### config.mk
export PLATFORM = sky130hd
export DESIGN_NAME = matmul_ctrl
export DESIGN_NICKNAME = d
export VERILOG_FILES = /design/src/rtl/matmul_pkg.sv /design/src/rtl/matmul_idx_cnt.sv /design/src/rtl/matmul_ctrl.sv
export SDC_FILE = /design/constraint.sdc
export NUM_CORES = 1
export LEC_CHECK = 0
export ABC_CLOCK_PERIOD_IN_PS = 1690
export CAP_MARGIN = 20
export CORE_AREA = 2 2 67 69
export DETAILED_ROUTE_END_ITERATION = 12
export DIE_AREA = 0 0 69 71
export PLACE_DENSITY = 0.72
export SKIP_CTS_REPAIR_TIMING = 1
export SYNTH_ARGS = -nofsm -noshare
export SYNTH_HDL_FRONTEND = slang
export SYNTH_SLANG_ARGS = --single-unit
### constraint.sdc
create_clock -name clk -period 1.69 [get_ports clk]
set_input_delay 0.2535 -clock clk [delete_from_list [all_inputs] [get_ports clk]]
set_output_delay 0.2535 -clock clk [all_outputs]
set_load 0.005 [all_outputs]
### src/rtl/matmul_pkg.sv
// Shared types and sizing helpers for the matrix-multiply sequencer.
package matmul_pkg;

    typedef enum logic [1:0] {
        ST_IDLE  = 2'd0,
        ST_RUN   = 2'd1,
        ST_DRAIN = 2'd2,
        ST_DONE  = 2'd3
    } state_t;

    localparam int DEF_N      = 3;
    localparam int DEF_RD_LAT = 1;

    function automatic int addr_width(input int n);
        return (n * n > 1) ? $clog2(n * n) : 1;
    endfunction

    function automatic int idx_width(input int n);
        return (n > 1) ? $clog2(n) : 1;
    endfunction

endpackage

### src/rtl/matmul_idx_cnt.sv
// Nested i/j/k index counter, k innermost; o_last flags the (N-1,N-1,N-1) issue.
module matmul_idx_cnt
    import matmul_pkg::*;
#(
    parameter int N  = DEF_N,
    parameter int IW = idx_width(N)
) (
    input  logic          clk,
    input  logic          reset,
    input  logic          i_clr,
    input  logic          i_adv,
    output logic [IW-1:0] o_i,
    output logic [IW-1:0] o_j,
    output logic [IW-1:0] o_k,
    output logic          o_last
);

    localparam logic [IW-1:0] LAST = IW'(N - 1);

    logic [IW-1:0] r_i;
    logic [IW-1:0] r_j;
    logic [IW-1:0] r_k;

    always_ff @(posedge clk) begin
        if (reset || i_clr) begin
            r_i <= '0;
            r_j <= '0;
            r_k <= '0;
        end else if (i_adv) begin
            if (r_k == LAST) begin
                r_k <= '0;
                if (r_j == LAST) begin
                    r_j <= '0;
                    r_i <= (r_i == LAST) ? '0 : r_i + 1'b1;
                end else begin
                    r_j <= r_j + 1'b1;
                end
            end else begin
                r_k <= r_k + 1'b1;
            end
        end
    end

    assign o_i    = r_i;
    assign o_j    = r_j;
    assign o_k    = r_k;
    assign o_last = (r_i == LAST) && (r_j == LAST) && (r_k == LAST);

endmodule

### src/rtl/matmul_ctrl.sv
// Sequencer for an N x N matrix product: issues A/B reads, aligns MAC and C-write
// strobes to the operand-buffer read latency.
//
// state    | meaning
// ST_IDLE  | waiting for start; addresses hold
// ST_RUN   | issuing one (i,j,k) read per cycle
// ST_DRAIN | reads done, waiting for the last C write to leave the pipeline
// ST_DONE  | one-cycle done pulse, then back to idle
module matmul_ctrl
    import matmul_pkg::*;
#(
    parameter int N      = DEF_N,
    parameter int RD_LAT = DEF_RD_LAT,
    parameter int AW     = addr_width(N)
) (
    input  logic          clk,
    input  logic          reset,
    input  logic          start,
    input  logic          abort,
    output logic          busy,
    output logic          done,
    output logic [AW-1:0] a_addr,
    output logic [AW-1:0] b_addr,
    output logic          rd_en,
    output logic          mac_clr,
    output logic          mac_en,
    output logic [AW-1:0] c_addr,
    output logic          c_we
);

    localparam int IW = idx_width(N);

    state_t        r_state;
    logic          r_busy;
    logic          r_done;
    logic          r_rd_en;
    logic [AW-1:0] r_a_addr;
    logic [AW-1:0] r_b_addr;
    logic [AW-1:0] r_issue_c;
    logic          r_issue_k0;
    logic          r_issue_kl;
    logic          r_issue_last;
    logic [2:0]    r_drain_cnt;

    logic [RD_LAT-1:0] r_en_pipe;
    logic [RD_LAT-1:0] r_clr_pipe;
    logic [RD_LAT-1:0] r_we_pipe;
    logic [AW-1:0]     r_caddr_pipe [RD_LAT];
    logic              r_c_we;
    logic [AW-1:0]     r_c_addr;

    logic [IW-1:0] w_i;
    logic [IW-1:0] w_j;
    logic [IW-1:0] w_k;
    logic          w_last;
    logic          w_abort;
    logic          w_issue;
    logic [AW-1:0] w_a_next;
    logic [AW-1:0] w_b_next;
    logic [AW-1:0] w_c_next;

    // abort only counts while a product is in flight, including the DONE cycle
    assign w_abort = abort && r_busy;
    assign w_issue = ((r_state == ST_IDLE) && start) ||
                     ((r_state == ST_RUN) && !abort && !r_issue_last);

    assign w_a_next = AW'(int'(w_i) * N + int'(w_k));
    assign w_b_next = AW'(int'(w_k) * N + int'(w_j));
    assign w_c_next = AW'(int'(w_i) * N + int'(w_j));

    matmul_idx_cnt #(
        .N  (N),
        .IW (IW)
    ) u_idx (
        .clk    (clk),
        .reset  (reset),
        .i_clr  (w_abort),
        .i_adv  (w_issue),
        .o_i    (w_i),
        .o_j    (w_j),
        .o_k    (w_k),
        .o_last (w_last)
    );

    always_ff @(posedge clk) begin
        if (reset) begin
            r_state      <= ST_IDLE;
            r_busy       <= 1'b0;
            r_done       <= 1'b0;
            r_rd_en      <= 1'b0;
            r_a_addr     <= '0;
            r_b_addr     <= '0;
            r_issue_c    <= '0;
            r_issue_k0   <= 1'b0;
            r_issue_kl   <= 1'b0;
            r_issue_last <= 1'b0;
            r_drain_cnt  <= '0;
        end else begin
            r_done  <= 1'b0;
            r_rd_en <= 1'b0;
            if (w_issue) begin
                r_rd_en      <= 1'b1;
                r_a_addr     <= w_a_next;
                r_b_addr     <= w_b_next;
                r_issue_c    <= w_c_next;
                r_issue_k0   <= (w_k == '0);
                r_issue_kl   <= (w_k == IW'(N - 1));
                r_issue_last <= w_last;
            end
            case (r_state)
                ST_IDLE: begin
                    if (start) begin
                        r_state <= ST_RUN;
                        r_busy  <= 1'b1;
                    end
                end
                ST_RUN: begin
                    if (abort) begin
                        r_state <= ST_IDLE;
                        r_busy  <= 1'b0;
                    end else if (r_issue_last) begin
                        r_state     <= ST_DRAIN;
                        r_drain_cnt <= 3'(RD_LAT);
                    end
                end
                ST_DRAIN: begin
                    if (abort) begin
                        r_state <= ST_IDLE;
                        r_busy  <= 1'b0;
                    end else if (r_drain_cnt == '0) begin
                        r_state <= ST_DONE;
                        r_done  <= 1'b1;
                    end else begin
                        r_drain_cnt <= r_drain_cnt - 1'b1;
                    end
                end
                ST_DONE: begin
                    r_state <= ST_IDLE;
                    r_busy  <= 1'b0;
                end
                default: begin
                    r_state <= ST_IDLE;
                    r_busy  <= 1'b0;
                end
            endcase
        end
    end

    // strobe pipeline: MAC strobes exit after RD_LAT, the C write one cycle later
    always_ff @(posedge clk) begin
        if (reset) begin
            r_en_pipe  <= '0;
            r_clr_pipe <= '0;
            r_we_pipe  <= '0;
            for (int s = 0; s < RD_LAT; s++) begin
                r_caddr_pipe[s] <= '0;
            end
            r_c_we   <= 1'b0;
            r_c_addr <= '0;
        end else begin
            r_caddr_pipe[0] <= r_issue_c;
            for (int s = 1; s < RD_LAT; s++) begin
                r_caddr_pipe[s] <= r_caddr_pipe[s-1];
            end
            if (w_abort) begin
                r_en_pipe  <= '0;
                r_clr_pipe <= '0;
                r_we_pipe  <= '0;
                r_c_we     <= 1'b0;
            end else begin
                r_en_pipe[0]  <= r_rd_en;
                r_clr_pipe[0] <= r_rd_en && r_issue_k0;
                r_we_pipe[0]  <= r_rd_en && r_issue_kl;
                for (int s = 1; s < RD_LAT; s++) begin
                    r_en_pipe[s]  <= r_en_pipe[s-1];
                    r_clr_pipe[s] <= r_clr_pipe[s-1];
                    r_we_pipe[s]  <= r_we_pipe[s-1];
                end
                r_c_we <= r_we_pipe[RD_LAT-1];
                if (r_we_pipe[RD_LAT-1]) begin
                    r_c_addr <= r_caddr_pipe[RD_LAT-1];
                end
            end
        end
    end

    assign busy    = r_busy;
    assign done    = r_done;
    assign rd_en   = r_rd_en;
    assign a_addr  = r_a_addr;
    assign b_addr  = r_b_addr;
    assign mac_en  = r_en_pipe[RD_LAT-1];
    assign mac_clr = r_clr_pipe[RD_LAT-1];
    assign c_we    = r_c_we;
    assign c_addr  = r_c_addr;

endmodule
==> results.cfg <==
[min_path]
hp-class = register to register
hold_path.startpoint = r_issue_c[1]
holdPathStages = 2
holdPathEnd = r_issue_c[1]

[finish]
syn2layout_area_growth_pct = 27.9
post_route_cells_drive_above_1_share_pct = 24.6
multiInputGateArea_um2 = 1100
nets = 270
nFillCells = 382
diodes = 0
regArea_um2 = 830

[sta]
min_period_ps = 1740
setup_ws_ps = -50.3
fmax_mhz = 575
rsz0062_at_grt = true
min_period_over_period_pct = 103
maxSlewHeadroom_pct = 77.7
worst_slew_pin_slew_ps = 333
finalMaxSlewViolations = 0
setup-tns-final_ps = -50.3
hold_viol = 0
setup_viol = 1
finClkSkew_ps = 6.73

[route]
drt_iter0_drc = 56
drtPass1Iterations = 4
drc_errors = 0
drt-total-wl_mm = 3.78
postRouteAntennaNets = 0
wl_per_cell_um = 12.8
detail_route.vias_per_cell = 4.95
vias = 1465

[power_and_ir_drop]
p_total_uw = 2400
irDropWorstVdd_mv = 0.856
powerDensity_nw_per_um2 = 943
leakage_uw = 0.00101

[placement]
preCtsSetupSlack_ps = -45.5
gp_congestion = 0.835
hpwlAfterDp_mm = 2.73
io_buffers = 21

[clocking]
clk-insertion-delay-late_ps = 300
cts.sinks = 41
cts_tree = built
cts_buffers = 5
clockBufferDepth = 2
h-tree-depth = 2
clk_pin_slew_ps = 90
cts-root-buf = clkbuf_8

[floorplan]
start_util_pct = 47.4
die_area_um2 = 4900
ios = 22
core.rowCount = 24
core_area_um2 = 4200
die_w_um = 69
fp.dieH_um = 71

[synthesis]
synth_area_um2 = 1990
yosysMostFrequentCell = dfxtp_1
synth_edf_count = 0
synth_nets = 230
netlist_instances = 203
avgSynthCellArea_um2 = 9.81
synth_warnings = 0
synth-main-ff-cell = dfxtp_1
synth-async-reset-ratio_pct = 0
synthTopCellsByCount = 41 x dfxtp_1, 21 x nand2_1, 19 x ha_1
synth.area.top_cells = dfxtp_1 41%, ha_1 12%, fa_1 4.0%
synth.largest_area_cell = dfxtp_1
yosysUniqueCellTypes = 40
synth_seq_area_share_pct = 41.2
synth_top_area_share_pct = 41.2
synth-seq-cells = 41

[global_route]
grt_max_degree = 21
antenna_found_initial = 0
grt_remaining_overflow = 0
track_usage_pct = 15.9
grt_pass1_vias = 1392
grt_first_pass_wirelength_mm = 6.06

[setup_path]
startpoint_type = register
rr_endpoint = b_addr[2]
path_max_fanout = 2
path_class = register to register
rrSetupSlack_ps = -50
r2r_cells = 5
cp_data_arrival_time_ps = 1990
rr_startpoint = u_idx.o_k[0]
critPathRequiredTime_ps = 1940
cp-end-kind = register

[outcome]
violations = negative setup slack
status = complete, but fails checks

[flow_run]
maxCapViolCount = 0
==> placed cells by master (no fill, tap or decap), types with 2 or more instances in the layout <==
cell,n
a211oi_2,3
a21oi_1,13
a21oi_2,7
and3_1,2
buf_4,19
clkbuf_8,5
clkdlybuf4s50_1,21
dfxtp_1,36
dfxtp_2,4
fa_1,4
ha_1,15
ha_2,2
ha_4,2
inv_1,12
mux2i_1,8
nand2_1,21
nand2_2,6
nand3_1,2
nor2_1,17
nor2b_1,9
nor3_1,4
or2_1,2
xnor2_1,4
==> cell families after synthesis <==
logic type	count (synthesis)	synth area share (%)
xor gates and xnor gates	4	1.76
adders and majority gates	23	16.0
AOI/OAI and AO/OA	38	14.5
buffers and inverters	21	5.72
DFF	41	41.2
muxes	8	4.02
and+or+nand+nor	68	16.8
==> per-stage QoR <==
step	hold slack, ps	instances	util [%]	cell area, um2
after floorplan	337	203	-	2000
after global placement	435	285	55.9	2350
after detailed placement	441	285	55.9	2350
after CTS	454	293	59.0	2480
after global routing	471	296	60.6	2550
final	452	296	60.6	2550
==> worst max path at each step <==
stage	startpoint	end	slack (ps)	depth (start not counted)
2_1_floorplan	u_idx.o_k[1]	b_addr[2]	-20	5
3_3_place_gp	u_idx.o_k[0]	b_addr[2]	5	5
3_5_place_dp	u_idx.o_k[0]	b_addr[2]	-50	5
4_1_cts	u_idx.o_k[0]	b_addr[2]	-50	5
5_1_grt	u_idx.o_k[0]	b_addr[2]	-100	5
6_report	u_idx.o_k[0]	b_addr[2]	-50	5
==> state kept, by name, summed over array words and instances, names as in the netlist <==
register      count
a_addr            4
b_addr            4
c_addr            4
r_caddr_pipe      4
r_issue_c         4
r_drain_cnt       3
r_state           2
u_idx.o_i         2
u_idx.o_j         2
u_idx.o_k         2
busy              1
c_we              1
done              1
mac_clr           1
mac_en            1
r_issue_k0        1
r_issue_kl        1
r_issue_last      1
r_we_pipe         1
rd_en             1
==> worst max-delay path: stages (launching register included) <==
cell	delay [ps]
dfxtp_2	340
fa_1	480
ha_2	200
fa_1	500
nand2_2	60
a21oi_2	110
==> power breakdown <==
| part | internal, uW | switching [uW] |
|---|---|---|
| Sequential | 1020 | 35.0 |
| Combinational | 221 | 220 |
| Clock | 535 | 368 |
| Total | 1780 | 622 |
==> layer usage <==
layer  GRT usage (%)  wire [um]
met1            18.8       1770
met4            7.19         65
met2            27.1       1810
met3            4.13        135
met5               0          0
==> cell type report <==
type	count	share of cell area, %
Clock inverter	2	1.52
Sequential cell	41	32.6
Multi-Input combinational cell	141	43.1
Inverter	13	1.92
Tap cell	52	2.56
Clock buffer	6	3.69
Timing Repair Buffer	41	14.6
No activity file was read; power rests on OpenSTA's default activity.
